### src/rtl/down_counter_pkg.sv
`default_nettype none
// ============================================================================
//  Module      : down_counter_pkg
//  Description : Shared types and constants for the down_counter_timer block:
//                FSM state encoding and legal PRESCALE range.
//  Revision    : 1.0  initial release
// ============================================================================
package down_counter_pkg;

  // 2-bit FSM state encodings
  localparam logic [1:0] ST_IDLE_ENC    = 2'd0;
  localparam logic [1:0] ST_RUN_ENC     = 2'd1;
  localparam logic [1:0] ST_EXPIRED_ENC = 2'd2;

  typedef enum logic [1:0] {
    ST_IDLE    = ST_IDLE_ENC,
    ST_RUN     = ST_RUN_ENC,
    ST_EXPIRED = ST_EXPIRED_ENC
  } state_t;

  // Legal range for the prescaler divide ratio
  localparam int PRESCALE_MIN = 2;
  localparam int PRESCALE_MAX = 256;

  // True when a divide ratio lies in the supported range
  function automatic logic prescale_legal(input int p);
    return (p >= PRESCALE_MIN) && (p <= PRESCALE_MAX);
  endfunction

endpackage
`default_nettype wire

### src/rtl/down_counter_timer_prescaler.sv
`default_nettype none
// ============================================================================
//  Module      : tick_prescaler
//  Description : Divides enabled cycles down to one tick per PRESCALE enabled
//                cycles. The phase holds while en=0 and restarts on clr.
//                Only instantiated when DOWN_COUNTER_TIMER_PRESCALE_EN is set.
//  Revision    : 1.0  initial release
// ============================================================================
module tick_prescaler
  import down_counter_pkg::*;
#(
  parameter int PRESCALE = 4
) (
  input  logic clk,
  input  logic reset,
  input  logic clr,
  input  logic en,
  output logic tick
);

  // Counter width is ceil(log2(PRESCALE)), never narrower than one bit
  localparam int              CW   = (PRESCALE > PRESCALE_MIN) ? $clog2(PRESCALE) : 1;
  localparam logic [CW-1:0]   LAST = CW'(PRESCALE - 1);

  logic [CW-1:0] cnt;

  // The tick fires on the last enabled cycle of each PRESCALE-long window
  assign tick = en && (cnt == LAST);

  // Phase counter: advances only on enabled cycles, wraps at LAST
  always_ff @(posedge clk or negedge reset) begin
    if (!reset) begin
      cnt <= '0;
    end else if (clr) begin
      cnt <= '0;
    end else if (en) begin
      cnt <= (cnt == LAST) ? '0 : cnt + CW'(1);
    end
  end

endmodule
`default_nettype wire

### src/rtl/down_counter_timer.sv
`default_nettype none
// ============================================================================
//  Module      : down_counter_timer
//  Description : Loadable down counter used as a programmable interval timer.
//                Emits a one-cycle terminal-count pulse (tc), a sticky done
//                flag and a busy indication; optional auto-reload.
//                Optional prescaler enabled by `DOWN_COUNTER_TIMER_PRESCALE_EN.
//  Revision    : 1.0  initial release
// ============================================================================
module down_counter_timer
  import down_counter_pkg::*;
#(
  parameter int WIDTH    = 4,
  parameter int PRESCALE = 4
) (
  input  logic             clk,
  input  logic             reset,
  input  logic             load,
  input  logic [WIDTH-1:0] load_val,
  input  logic             en,
  input  logic             auto_reload,
  output logic [WIDTH-1:0] q,
  output logic             tc,
  output logic             done,
  output logic             busy
);

  state_t state;
  logic   reload_pend;   // terminal count reached with auto_reload: reload next cycle
  logic   run_en;
  logic   tick;

  // Ticks are only meaningful while counting
  assign run_en = en && (state == ST_RUN);

  // An out-of-range divide ratio is rejected at elaboration
  if (!prescale_legal(PRESCALE)) begin : g_prescale_range_check
    $error("down_counter_timer: PRESCALE outside supported range");
  end

`ifdef DOWN_COUNTER_TIMER_PRESCALE_EN
  // One tick per PRESCALE enabled cycles; load restarts the phase
  tick_prescaler #(
    .PRESCALE (PRESCALE)
  ) u_tick_prescaler (
    .clk   (clk),
    .reset (reset),
    .clr   (load),
    .en    (run_en),
    .tick  (tick)
  );
`else
  assign tick = run_en;
`endif

  // Timer FSM with registered count, pulse, sticky done and busy outputs
  always_ff @(posedge clk or negedge reset) begin
    if (!reset) begin
      state       <= ST_IDLE;
      q           <= '0;
      tc          <= 1'b0;
      done        <= 1'b0;
      busy        <= 1'b0;
      reload_pend <= 1'b0;
    end else begin
      tc <= 1'b0;
      if (load) begin
        // Load overrides everything, including a tick in the same cycle
        reload_pend <= 1'b0;
        q           <= load_val;
        if (load_val == '0) begin
          // Zero-length interval expires immediately
          tc    <= 1'b1;
          done  <= 1'b1;
          busy  <= 1'b0;
          state <= ST_EXPIRED;
        end else begin
          done  <= 1'b0;
          busy  <= 1'b1;
          state <= ST_RUN;
        end
      end else begin
        case (state)
          ST_IDLE: begin
            busy <= 1'b0;
          end

          ST_RUN: begin
            if (reload_pend) begin
              // Cycle after an auto-reload terminal count: restart the period
              reload_pend <= 1'b0;
              q           <= load_val;
              if (load_val == '0) begin
                tc    <= 1'b1;
                done  <= 1'b1;
                busy  <= 1'b0;
                state <= ST_EXPIRED;
              end
            end else if (tick) begin
              if (q == WIDTH'(1)) begin
                q  <= '0;
                tc <= 1'b1;
                if (auto_reload) begin
                  reload_pend <= 1'b1;
                end else begin
                  done  <= 1'b1;
                  busy  <= 1'b0;
                  state <= ST_EXPIRED;
                end
              end else if (q != '0) begin
                // Never wrap below zero
                q <= q - WIDTH'(1);
              end
            end
          end

          ST_EXPIRED: begin
            q    <= '0;
            busy <= 1'b0;
          end

          default: begin
            state       <= ST_IDLE;
            busy        <= 1'b0;
            reload_pend <= 1'b0;
          end
        endcase
      end
    end
  end

endmodule
`default_nettype wire
### config.mk
export PLATFORM = sky130hd
export DESIGN_NAME = down_counter_timer
export DESIGN_NICKNAME = d
export VERILOG_FILES = /design/src/rtl/down_counter_pkg.sv /design/src/rtl/down_counter_timer_prescaler.sv /design/src/rtl/down_counter_timer.sv
export SDC_FILE = /design/constraint.sdc
export NUM_CORES = 1
export LEC_CHECK = 0
export CELL_PAD_IN_SITES_DETAIL_PLACEMENT = 1
export CELL_PAD_IN_SITES_GLOBAL_PLACEMENT = 2
export CORE_MARGIN = 10
export CORE_UTILIZATION = 30
export DETAILED_ROUTE_END_ITERATION = 8
export PLACE_DENSITY_LB_ADDON = 0.1
export SYNTH_ARGS = -nofsm -noshare
export SYNTH_HDL_FRONTEND = slang
export SYNTH_HIERARCHICAL = 1
export SYNTH_SLANG_ARGS = --single-unit
### constraint.sdc
create_clock -name clk -period 4.9 [get_ports clk]
set_input_delay 0.98 -clock clk [delete_from_list [all_inputs] [get_ports clk]]
set_output_delay 0.98 -clock clk [all_outputs]
set_load 0.02 [all_outputs]
# ---- Word-level counts from Yosys, hierarchy flattened
# Cells that the tools add are included.
dict set report word_totals {
  in_bits 9
  out_inout_bits 7
  wordCells 72
  ff_bits 10
}
dict set report classes {
  n_eq_ne 11
  n_addsub 1
  n_mux 41
  n_reduce_logical 13
}
# cell count
set ops {}
lappend ops {{two-way mux 1 bit} 26}
lappend ops {{two-way mux 4 bit} 5}
lappend ops {{two-way mux 2 bit} 7}
lappend ops {{AND reduction 5 bit} 2}
lappend ops {{nonzero test 3 bit} 3}
lappend ops {{inequality test 4 x 3 -> 1 bit (second input constant)} 2}
lappend ops {{inequality test 4 bit (second input constant)} 2}
lappend ops {{one-hot mux 4 bit (2 select lines)} 1}
lappend ops {{inequality test 3 x 2 -> 1 bit (second input constant)} 2}
lappend ops {{inequality test 5 x 3 -> 1 bit (second input constant)} 1}
lappend ops {{equality test 4 x 1 -> 1 bit (second input constant)} 1}
lappend ops {{logical NOT 4 bit} 1}
lappend ops {{one-hot mux 2 bit (2 select lines)} 1}
lappend ops {{AND reduction 4 bit} 1}
lappend ops {{nonzero test 4 bit} 1}
lappend ops {{subtractor 4 x 1 -> 4 bit (second input constant)} 1}
lappend ops {{AND reduction 3 bit} 1}
lappend ops {{equality test 2 x 1 -> 1 bit (second input constant)} 1}
lappend ops {{equality test 2 bit (second input constant)} 1}
lappend ops {{logical NOT 2 bit} 1}
lappend ops {{inequality test 2 x 1 -> 1 bit (second input constant)} 1}
lappend ops {{one-hot mux 1 bit (2 select lines)} 1}
lappend ops {{nonzero test 2 bit} 1}
lappend ops {{OR reduction 2 bit} 1}
lappend ops {{logical AND 1 bit} 1}

# ---- Logic depth before layout (Yosys ltp)
# Gate-level depths: netlist of the first run.
dict set report logic_depth {
  ltp_word 7
  depth_mapped 6
}

# ---- Worst setup path after synthesis of the first run
# No wires, ideal clock.
dict set report synth_path {
  path_type {reg2reg}
  start {register q[1]}
  end {register q[0]}
  n_path_buf 0
  slack_ps 2907
  stages_incl_launch_ff 7
  synth_period_minus_slack_ps 1993
  arrival_time_ps 1866
  setup_time_ps 128
  required_time_ps 4772
  cell_sequence {dfrtp_1 > inv_1 > ha_1 > or4b_1 > nand3_2 > nand4b_4 > mux2_1}
}
dict set report synth_between {
  elab_chain_cells 6
  word_cells_on_any_way 9
  classes_between {eq/ne: 2; mux: 5; reduce/logical: 2}
}
# element line
set synth_lines {}
lappend synth_lines {{start, declared} down_counter_timer.sv:22} ;# output logic [WIDTH-1:0] q,
lappend synth_lines {{start signal, assigned} down_counter_timer.sv:70} ;# q <= load_val;
lappend synth_lines {{start signal, assigned} down_counter_timer.sv:92} ;# q <= load_val;
lappend synth_lines {{start signal, assigned} down_counter_timer.sv:112} ;# q <= q - WIDTH'(1);
lappend synth_lines {{equality test 4 x 1 -> 1 bit} down_counter_timer.sv:100} ;# if (q == WIDTH'(1)) begin
lappend synth_lines {{two-way mux 4 bit} down_counter_timer.sv:100}
lappend synth_lines {{two-way mux 4 bit} down_counter_timer.sv:99} ;# end else if (tick) begin
lappend synth_lines {{two-way mux 4 bit} down_counter_timer.sv:89} ;# if (reload_pend) begin
lappend synth_lines {{one-hot mux 4 bit (2 select lines)} down_counter_timer.sv:83} ;# case (state)
lappend synth_lines {{two-way mux 4 bit} down_counter_timer.sv:67} ;# if (load) begin
# Parallel ways exist; a longest one is shown, timed or not. The select of a mux whose other input is x is not followed.
# A chain may end at the register's enable or synchronous reset.

# ---- Worst setup path in the final report of the first run
dict set report layout_path {
  start {input port load}
  end {register q[0]}
}
dict set report layout_between {
  elab_chain_cells 2
  word_cells_on_any_way 5
  classes_between {eq/ne: 2; mux: 1; reduce/logical: 2}
}
# element line
set layout_lines {}
lappend layout_lines {{start, declared} down_counter_timer.sv:18} ;# input logic load,
lappend layout_lines {{inequality test 5 x 3 -> 1 bit (no source line) (tied with other cells)} --}
lappend layout_lines {{AND reduction 3 bit (no source line)} --}
# Parallel ways exist; a longest one is shown, timed or not.

==> results of run 1 <==
[cells by family after synthesis]
| kind of cell | count (synthesis) |
|---|---|
| and+or+nand+nor | 30 |
| adders and majority gates | 3 |
| AOI/OAI and AO/OA | 18 |
| buffers and inverters | 6 |
| DFF | 10 |
| muxes | 4 |
[cells in the mapped netlist, types with 2 or more instances]
library cell,instances,area [um^2]
nor3_1,3,15.01
a21oi_1,5,25.02
ha_1,3,37.54
nand2_1,6,22.52
a22oi_1,2,15.01
nor2_1,9,33.78
clkbuf_1,3,11.26
mux2_1,2,22.52
a21o_1,2,15.01
dfrtp_1,10,250.2
inv_1,3,11.26
mux2i_1,2,20.02
o21ai_0,2,10.01
[where the power goes]
group	leakage, nW	internal, mW	switching [mW]
Combinational	0.235	0.0533	0.0553
Sequential	0.120	0.0947	0.0159
Clock	0.0138	0.0283	0.0265
Total	0.369	0.176	0.0978
[cell type report]
class,count,share of cell area
Multi-Input combinational cell,55,0.4476
Sequential cell,10,0.2954
Timing Repair Buffer,15,0.1773
Tap cell,27,0.03988
Clock buffer,3,0.02659
Inverter,3,0.01329
[registers in the layout, summed over array words and instances (netlist names)]
name,flops
busy,1
done,1
q,4
reload_pend,1
state,2
tc,1
[final timing paths]
path                             startpoint                    to
max                                    load      q[0]$_DFFE_PN0P_
min                        done$_DFFE_PN0P_      done$_DFFE_PN0P_
max reg2reg                q[0]$_DFFE_PN0P_      q[3]$_DFFE_PN0P_
min reg2reg                done$_DFFE_PN0P_      done$_DFFE_PN0P_
max in group asynchronous             reset      done$_DFFE_PN0P_
min in group asynchronous             reset  state[0]$_DFFE_PN0P_
[through the flow]
stage | cells | hold slack [ps] | power [mW] | util
final | 113 | 565.4 | 0.2741 | 0.4189
after global routing | 113 | 654.4 | 0.2940 | 0.4189
after CTS | 113 | 584.9 | 0.2787 | 0.4189
after floorplan | 71 | 553.3 | 0.1731 | -
after detailed placement | 110 | 565.4 | 0.2223 | 0.4078
after global placement | 110 | 588.2 | 0.2211 | 0.4078
[layer usage]
metal  part of all wire  wire (um)  vias to the layer above  track usage
met5                  0          0                        -            0
met4             0.0064         12                        0      0.02356
met3              0.035         66                        2      0.03512
met2               0.46        867                        8       0.1315
met1               0.50        939                      283       0.1230
li1                   -          -                      288            -
[worst register-to-register path, delay by kind of cell (launching register included)]
kind / cells / cell delay [ps]
and+or+nand+nor: 3 / 850
DFF: 1 / 440
muxes: 1 / 340
adders and majority gates: 1 / 270
==> impl_metrics.csv, run 1 <==
group,metric,value,unit
critical_path,cp_slowest_stage_delay,630,ps
floorplanning,start_util,0.3224,
timing,hold_violations,0,
synth,synthesis.nets,83,
timing,setup_tns,0,ps
cells_and_area,drive_gt1_frac,0.09302,
timing,fin_ws,2455,ps
synth,seq_area_frac_synth,0.3839,
clock_network,numCtsBuffers,3,
cells_and_area,layout_common_cells,"clkdlybuf4s50_1, dfrtp_1, nor2_1",
critical_path,crit_slowest_cell,"clkdlybuf4s50_1",
synth,synthXorXnorAreaFrac,0,
synth,yosys_warnings,6,
synth,ys.flop_type,"dfrtp_1",
cells_and_area,final_nets,100,
clock_network,path_clk_slew,60,ps
route,firstDrtPassIters,4,
route,via_per_inst,5.142,
timing,tightest_slew,832.9,ps
critical_path,cp.required,5040,ps
synth,synth-compound-area-share,0.1843,
floorplanning,die_w,66.62,um
clock_network,clock-sinks,10,
clock_network,worstSkewPairLatency,260,ps
clock_network,cts.root.buffer_cell,"clkbuf_4",
flow_run,maxCapViolCount,0,
timing,max_slew_margin,0.4396,
floorplanning,die_h,66.62,um
hold_path,hp-class,"flip-flop to flip-flop",
hold_path,hold_path_depth,2,
synth,yosys.area_share.simple,0.2745,
synth,synth-seq-cells,10,
route,ant_nets,0,
cells_and_area,multiInputGateArea,379.1,um^2
timing,fin_crit,2445,ps
synth,synth-async-reset-ratio,1.000,
cells_and_area,fin_area,847.1,um^2
critical_path,crit_path_end_kind,"flip-flop",
timing,clock_skew,4.351,ps
global_route,grt_use_total,0.09152,
synth,muxShareOfSynthArea,0.06526,
floorplanning,core_area,2022,um^2
cells_and_area,fill_cells,233,
global_route,grt-ovfl-total,0,
floorplanning,ios,16,
clock_network,cts_setup_buffers,0,
critical_path,path_cells,"clkdlybuf4s50_1 -> or2_2 -> a22oi_1 -> nor2_1 -> mux2_1",
route,wl_per_cell,16.67,um
floorplanning,dieArea,4438,um^2
clock_network,postCtsHoldBufs,0,
timing,setup_viol,0,
global_route,antenna_found_initial,0,
critical_path,crit_buf_inv,1,
timing,drv_slew,0,
synth,synthCells,71,
synth,syn_area_per_cell,9.181,um^2
critical_path,critPathLaunchType,"primary input",
global_route,grt_max_degree,15,
floorplanning,rows,16,
placed_design,io_buffers,15,
global_route,grt_pass1_vias,635,
pwr,powerDensity,323.6,nW/um^2
critical_path,crit_family,"buffers and inverters",
pwr,ir_drop,0.1300,mV
route,num_vias,581,
clock_network,cts_tree,"built",
pwr,p_leak,0.3694,nW
clock_network,clock_path_buffers,2,
cells_and_area,n_antenna_cell,0,
timing,rsz0062_at_grt,"no",
critical_path,rrSetupSlack,2890,ps
placed_design,dp_hpwl,1482,um
critical_path,arrival,2590,ps
clock_network,htree_levels,1,
placed_design,gp_congestion,0.7803,
critical_path,cp_max_fo,14,
cells_and_area,synthToLayoutAreaGrowth,29.94,%
synth,syn-cell-area,651.9,um^2
synth,synth_top_family_by_area,"simple AND/OR/NAND/NOR gates",
timing,fin_crit_sh,0.4990,
placed_design,placed_cell_area,824.5,um^2
placed_design,place_ws,2198,ps
synth,synth_edf_count,0,
synth,synthAdderAreaFrac,0.05758,
critical_path,reg2reg_depth,5,
critical_path,path_class,"primary input to flip-flop",
synth,yosysUniqueCellTypes,32,
route,drc_errors,0,
route,drt_iter0_drc,42,
cells_and_area,seq_area,250.2,um^2
critical_path,worst-path-stages,5,
route,finalWirelength,1884,um
run_status,status,"complete, no violations",
timing,fmax,409.0,MHz
clock_network,cts_resized,0,
cells_and_area,mostFrequentLayoutCell,"clkdlybuf4s50_1",
global_route,grt_first_pass_wirelength,3146,um
(Power assumes the default switching activity.)
==> inputs of run 2 (changes only) <==
- CORE_UTILIZATION: 30 -> 28
- clock period: 4.9 -> 2.4 ns (I/O delays scaled with it)
==> run 2 against run 1 <==
Against the previous run:
- count of clock-buffer cells in the layout unchanged
- non-clock buffer count grew 3
- flip-flop and latch count stayed put
- utilization decreased by 2.5 points
==> impl_metrics.csv, run 2 (synthesis results as in run 1) <==
group,metric,value,unit
timing,max_slew_margin,0.6589,
clock_network,clock_path_buffers,2,
global_route,grt_use_total,0.09295,
floorplanning,start_util,0.2947,
timing,setup_tns,0,ps
pwr,p_comb_frac,0.398,
timing,fin_crit_sh,0.8254,
critical_path,r2r-start,"q[0]$_DFFE_PN0P_",
pwr,ir_drop,0.3100,mV
clock_network,worstSkewPairLatency,260,ps
critical_path,rrSetupSlack,420,ps
critical_path,crit_slowest_cell,"or4b_1",
placed_design,gp_congestion,0.6938,
global_route,grt_max_degree,12,
floorplanning,rows,17,
timing,hold-worst-slack,543.4,ps
clock_network,htree_levels,1,
timing,tightest_slew,510.1,ps
cells_and_area,regMostFlops,"q",
timing,fin_crit,1981,ps
placed_design,dp_hpwl,1524,um
clock_network,clock-sinks,10,
pwr,intPower,364.6,uW
floorplanning,dieArea,4658,um^2
cells_and_area,largest_register_ffs,4,
cells_and_area,final_nets,103,
pwr,clkPwrFrac,0.204,
pwr,swShare,0.3548,
clock_network,cts_tree,"built",
run_status,status,"complete, no violations",
global_route,antenna_found_initial,0,
floorplanning,die_w,68.25,um
critical_path,cp.required,2550,ps
clock_network,cts.root.buffer_cell,"clkbuf_4",
global_route,grt-ovfl-total,0,
critical_path,r2r-end,"q[3]$_DFFE_PN0P_",
hold_path,hold_path_depth,2,
critical_path,path_class,"flip-flop to flip-flop",
route,wl_per_cell,16.32,um
critical_path,arrival,2130,ps
cells_and_area,mostFrequentLayoutCell,"clkdlybuf4s50_1",
cells_and_area,drive_gt1_frac,0.1236,
cells_and_area,n_antenna_cell,0,
clock_network,path_clk_slew,60,ps
critical_path,cp_max_fo,6,
pwr,p_leak,0.3839,nW
clock_network,postCtsHoldBufs,0,
pwr,powerDensity,648.9,nW/um^2
route,via_per_inst,5.085,
clock_network,cts_resized,0,
clock_network,numCtsBuffers,3,
flow_run,maxCapViolCount,0,
global_route,grt_pass1_vias,631,
critical_path,crit_path_end_kind,"flip-flop",
timing,clock_skew,1.668,ps
clock_network,cts_setup_buffers,0,
floorplanning,core_area,2212,um^2
pwr,p_switching,200.5,uW
critical_path,cp_slowest_stage_delay,550,ps
global_route,grt_first_pass_wirelength,3243,um
timing,drv_slew,0,
timing,rsz0062_at_grt,"no",
critical_path,critPathLaunchType,"flip-flop",
hold_path,min-delay-start,"done$_DFFE_PN0P_",
floorplanning,die_h,68.25,um
critical_path,reg2reg_depth,5,
route,drc_errors,0,
placed_design,io_buffers,15,
cells_and_area,reg_top3,"q x4, state x2",
route,firstDrtPassIters,4,
timing,hold_violations,0,
cells_and_area,layout_common_cells,"clkdlybuf4s50_1, dfrtp_1, nor2_1",
cells_and_area,synthToLayoutAreaGrowth,33.59,%
floorplanning,ios,16,
critical_path,path_cells,"ha_1 -> or4b_1 -> nand3_2 -> nand4b_4 -> mux2_1",
timing,setup_viol,0,
route,ant_nets,0,
pwr,seqPwrFrac,0.398,
route,num_vias,595,
route,finalWirelength,1910,um
timing,fmax,504.8,MHz
route,drt_iter0_drc,13,
hold_path,holdPathEnd,"done$_DFFE_PN0P_",
hold_path,hp-class,"flip-flop to flip-flop",
run 2: worst max path at each step:
stage	start	to	slack [ps]	depth (start not counted)
after CTS	q[0]$_DFFE_PN0P_	q[0]$_DFFE_PN0P_	400	5
after global routing	q[0]$_DFFE_PN0P_	q[0]$_DFFE_PN0P_	350	5
final	q[0]$_DFFE_PN0P_	q[3]$_DFFE_PN0P_	420	5
after floorplan	q[1]$_DFFE_PN0P_	q[0]$_DFFE_PN0P_	410	6
after detailed placement	en	busy$_DFFE_PN0P_	350	5
after global placement	en	busy$_DFFE_PN0P_	360	5
run 2: area by class of cell:
class                   count  area, um^2
clock buffers               3       22.52
fillers                   267        1341
well taps                  28       35.03
repair buffers             18       172.7
inverters                   3       11.26
multi-input cells          55       379.1
flip-flops and latches     10       250.2
run 2: worst max-delay path: cells and delay by family (launching register included):
| kind | cells | cell delay (ps) |
|---|---|---|
| adder cells (fa/ha/maj) | 1 | 270 |
| AND/OR/NAND/NOR | 3 | 820 |
| multiplexers | 1 | 330 |
| flip-flops | 1 | 450 |
run 2: stage by stage:
stage | instance area (um^2) | utilization | total power, mW | instances | worst slack (ps)
global route | 870.8 | 0.3937 | 0.6189 | 117 | 351.9
CTS | 870.8 | 0.3937 | 0.5798 | 117 | 403.5
finish | 870.8 | 0.3937 | 0.5651 | 117 | 418.9
detailed placement | 848.3 | 0.3835 | 0.4574 | 114 | 347.9
floorplan | 651.9 | - | 0.3534 | 71 | 406.9
global placement | 848.3 | 0.3835 | 0.4575 | 114 | 360.5
run 2: power by group through the flow:
stage	Combinational [mW]	Clock [mW]	Sequential, mW
finish	0.225	0.116	0.225
detailed placement	0.228	0	0.229
global placement	0.230	0	0.228
global route	0.248	0.140	0.231
CTS	0.229	0.125	0.226
floorplan	0.106	0	0.248
run 2: metal layers:
| layer | track usage | wire [um] |
|---|---|---|
| met5 | 0 | 0 |
| met2 | 0.1395 | 915 |
| met1 | 0.1172 | 914 |
| met3 | 0.04405 | 81 |
| met4 | 0.02261 | 0 |
==> inputs of run 3 (changes only) <==
- clock period: 2.4 -> 1.9 ns (I/O delays scaled with it)
==> run 3 against run 2 <==
Against the previous run:
- via count up 5.4%
- first-iteration DRC count up 92%
- clock skew up 3.3 ps
- power up 46%
- critical path depth up 1
- maximum frequency up 11%
- combinational power up 49%
- sequential power up 25%
- register-to-register slack worse by 300 ps
- utilization up 3.3 points
- critical path type unchanged
- critical endpoint unchanged
- highest routed layer is now met4
==> impl_metrics.csv, run 3 (synthesis results as in run 1) <==
group,metric,value,unit
critical_path,cp_slowest_stage_delay,500,ps
timing,setup_viol,0,
pwr,p_leak,0.4121,nW
global_route,grt_max_degree,13,
critical_path,r2r-end,"q[3]$_DFFE_PN0P_",
global_route,grt_pass1_vias,679,
timing,drv_slew,0,
pwr,clkPwrFrac,0.251,
placed_design,dp_hpwl,1608,um
timing,fin_crit,1781,ps
route,finalWirelength,2096,um
route,drt_iter0_drc,25,
cells_and_area,regMostFlops,"q",
global_route,grt_use_total,0.1015,
timing,max_slew_margin,0.6538,
global_route,grt-ovfl-total,0,
cells_and_area,n_antenna_cell,0,
pwr,p_comb_frac,0.406,
clock_network,cts_tree,"built",
pwr,ir_drop,0.4483,mV
cells_and_area,layout_common_cells,"clkdlybuf4s50_1, nor2_1, dfrtp_1",
clock_network,cts.root.buffer_cell,"clkbuf_4",
timing,setup_tns,0,ps
clock_network,htree_levels,1,
placed_design,placed_cells,118,
critical_path,cp.required,2060,ps
clock_network,path_clk_slew,80,ps
clock_network,clock-sinks,10,
clock_network,worstSkewPairLatency,270,ps
critical_path,arrival,1940,ps
route,ant_nets,0,
global_route,antenna_found_initial,0,
cells_and_area,final-instance-count-excl-fill,122,
floorplanning,die_w,68.25,um
cells_and_area,fill_cells,268,
floorplanning,die_h,68.25,um
timing,rsz0062_at_grt,"no",
pwr,seqPwrFrac,0.342,
critical_path,crit_family,"simple AND/OR/NAND/NOR gates",
critical_path,worst-path-stages,6,
clock_network,cts_resized,0,
cells_and_area,drive_gt1_frac,0.2553,
route,num_vias,627,
floorplanning,core_area,2212,um^2
placed_design,gp_congestion,0.7644,
critical_path,cp_max_fo,4,
critical_path,path_class,"flip-flop to flip-flop",
critical_path,crit_buf_inv,1,
timing,tightest_slew,517.7,ps
critical_path,crit_end,"q[3]$_DFFE_PN0P_",
pwr,powerDensity,871.6,nW/um^2
critical_path,crit_slowest_cell,"or4b_4",
critical_path,crit_path_end_kind,"flip-flop",
hold_path,hp-class,"primary input to asynchronous set/reset pin",
floorplanning,ios,16,
cells_and_area,final_core_util,0.4270,
timing,clock_skew,4.938,ps
route,wl_per_cell,17.18,um
placed_design,io_buffers,15,
critical_path,setup.worst_path.start,"q[1]$_DFFE_PN0P_",
run_status,status,"complete, no violations",
pwr,p_switching,291.3,uW
route,via_per_inst,5.139,
critical_path,reg2reg_depth,6,
pwr,swShare,0.3538,
floorplanning,start_util,0.2947,
critical_path,critPathLaunchType,"flip-flop",
route,firstDrtPassIters,4,
clock_network,clock_path_buffers,2,
timing,fmax,561.5,MHz
route,drc_errors,0,
pwr,intPower,532.1,uW
cells_and_area,reg_top3,"q x4, state x2",
floorplanning,rows,17,
clock_network,cts_setup_buffers,0,
clock_network,postCtsHoldBufs,0,
flow_run,maxCapViolCount,0,
floorplanning,dieArea,4658,um^2
critical_path,r2r-start,"q[1]$_DFFE_PN0P_",
cells_and_area,final_nets,107,
timing,hold_violations,0,
critical_path,path_cells,"inv_2 -> ha_2 -> or4b_4 -> nand3_4 -> nand4b_4 -> mux2_1",
cells_and_area,largest_register_ffs,4,
timing,fin_crit_sh,0.9373,
global_route,grt_first_pass_wirelength,3581,um
critical_path,rrSetupSlack,120,ps
clock_network,numCtsBuffers,3,
cells_and_area,mostFrequentLayoutCell,"clkdlybuf4s50_1",
cells_and_area,synthToLayoutAreaGrowth,44.91,%
[run 3: per-layer routing]
metal  share of wire  vias to the layer above  track usage  routed length (um)
li1                -                      305            -                   -
met1            0.48                      309       0.1349                1011
met2            0.46                       11       0.1512                 971
met3           0.048                        2      0.03426                 100
met4          0.0062                        0      0.03015                  13
met5               0                        -            0                   0
[run 3: worst min path at each step]
stage	cells after the start	slack [ps]	endpoint
detailed placement	2	550	done$_DFFE_PN0P_
global placement	2	540	done$_DFFE_PN0P_
CTS	1	460	q[2]$_DFFE_PN0P_
floorplan	0	80	busy$_DFFE_PN0P_
global route	1	470	q[2]$_DFFE_PN0P_
finish	1	440	q[2]$_DFFE_PN0P_
[run 3: power groups by stage]
stage          combinational, mW  clock (mW)  sequential [mW]
3_5_place_dp               0.320           0            0.287
5_1_grt                    0.367       0.226            0.291
4_1_cts                    0.323       0.209            0.282
6_report                   0.335       0.207            0.282
2_1_floorplan              0.135           0            0.317
3_3_place_gp               0.315           0            0.285
[run 3: stage by stage]
stage / worst slack (ps) / power [mW] / hold slack (ps) / instance area [um^2]
6_report: 119.1 / 0.8233 / 442.8 / 944.7
5_1_grt: 29.11 / 0.8836 / 475.0 / 944.7
3_5_place_dp: 29.85 / 0.6070 / 549.2 / 883.3
2_1_floorplan: 19.48 / 0.4521 / 84.41 / 656.9
3_3_place_gp: 83.35 / 0.6007 / 539.1 / 883.3
4_1_cts: 14.89 / 0.8133 / 461.1 / 919.6
[run 3: final cells by class]
| class | instances | area [um^2] | area share |
|---|---|---|---|
| multi-input cells | 55 | 406.6 | 0.4305 |
| flip-flops and latches | 10 | 252.7 | 0.2675 |
| repair buffers | 22 | 202.7 | 0.2146 |
| clock buffers | 4 | 36.28 | 0.03841 |
| well taps | 28 | 35.03 | 0.03709 |
| inverters | 3 | 11.26 | 0.01192 |
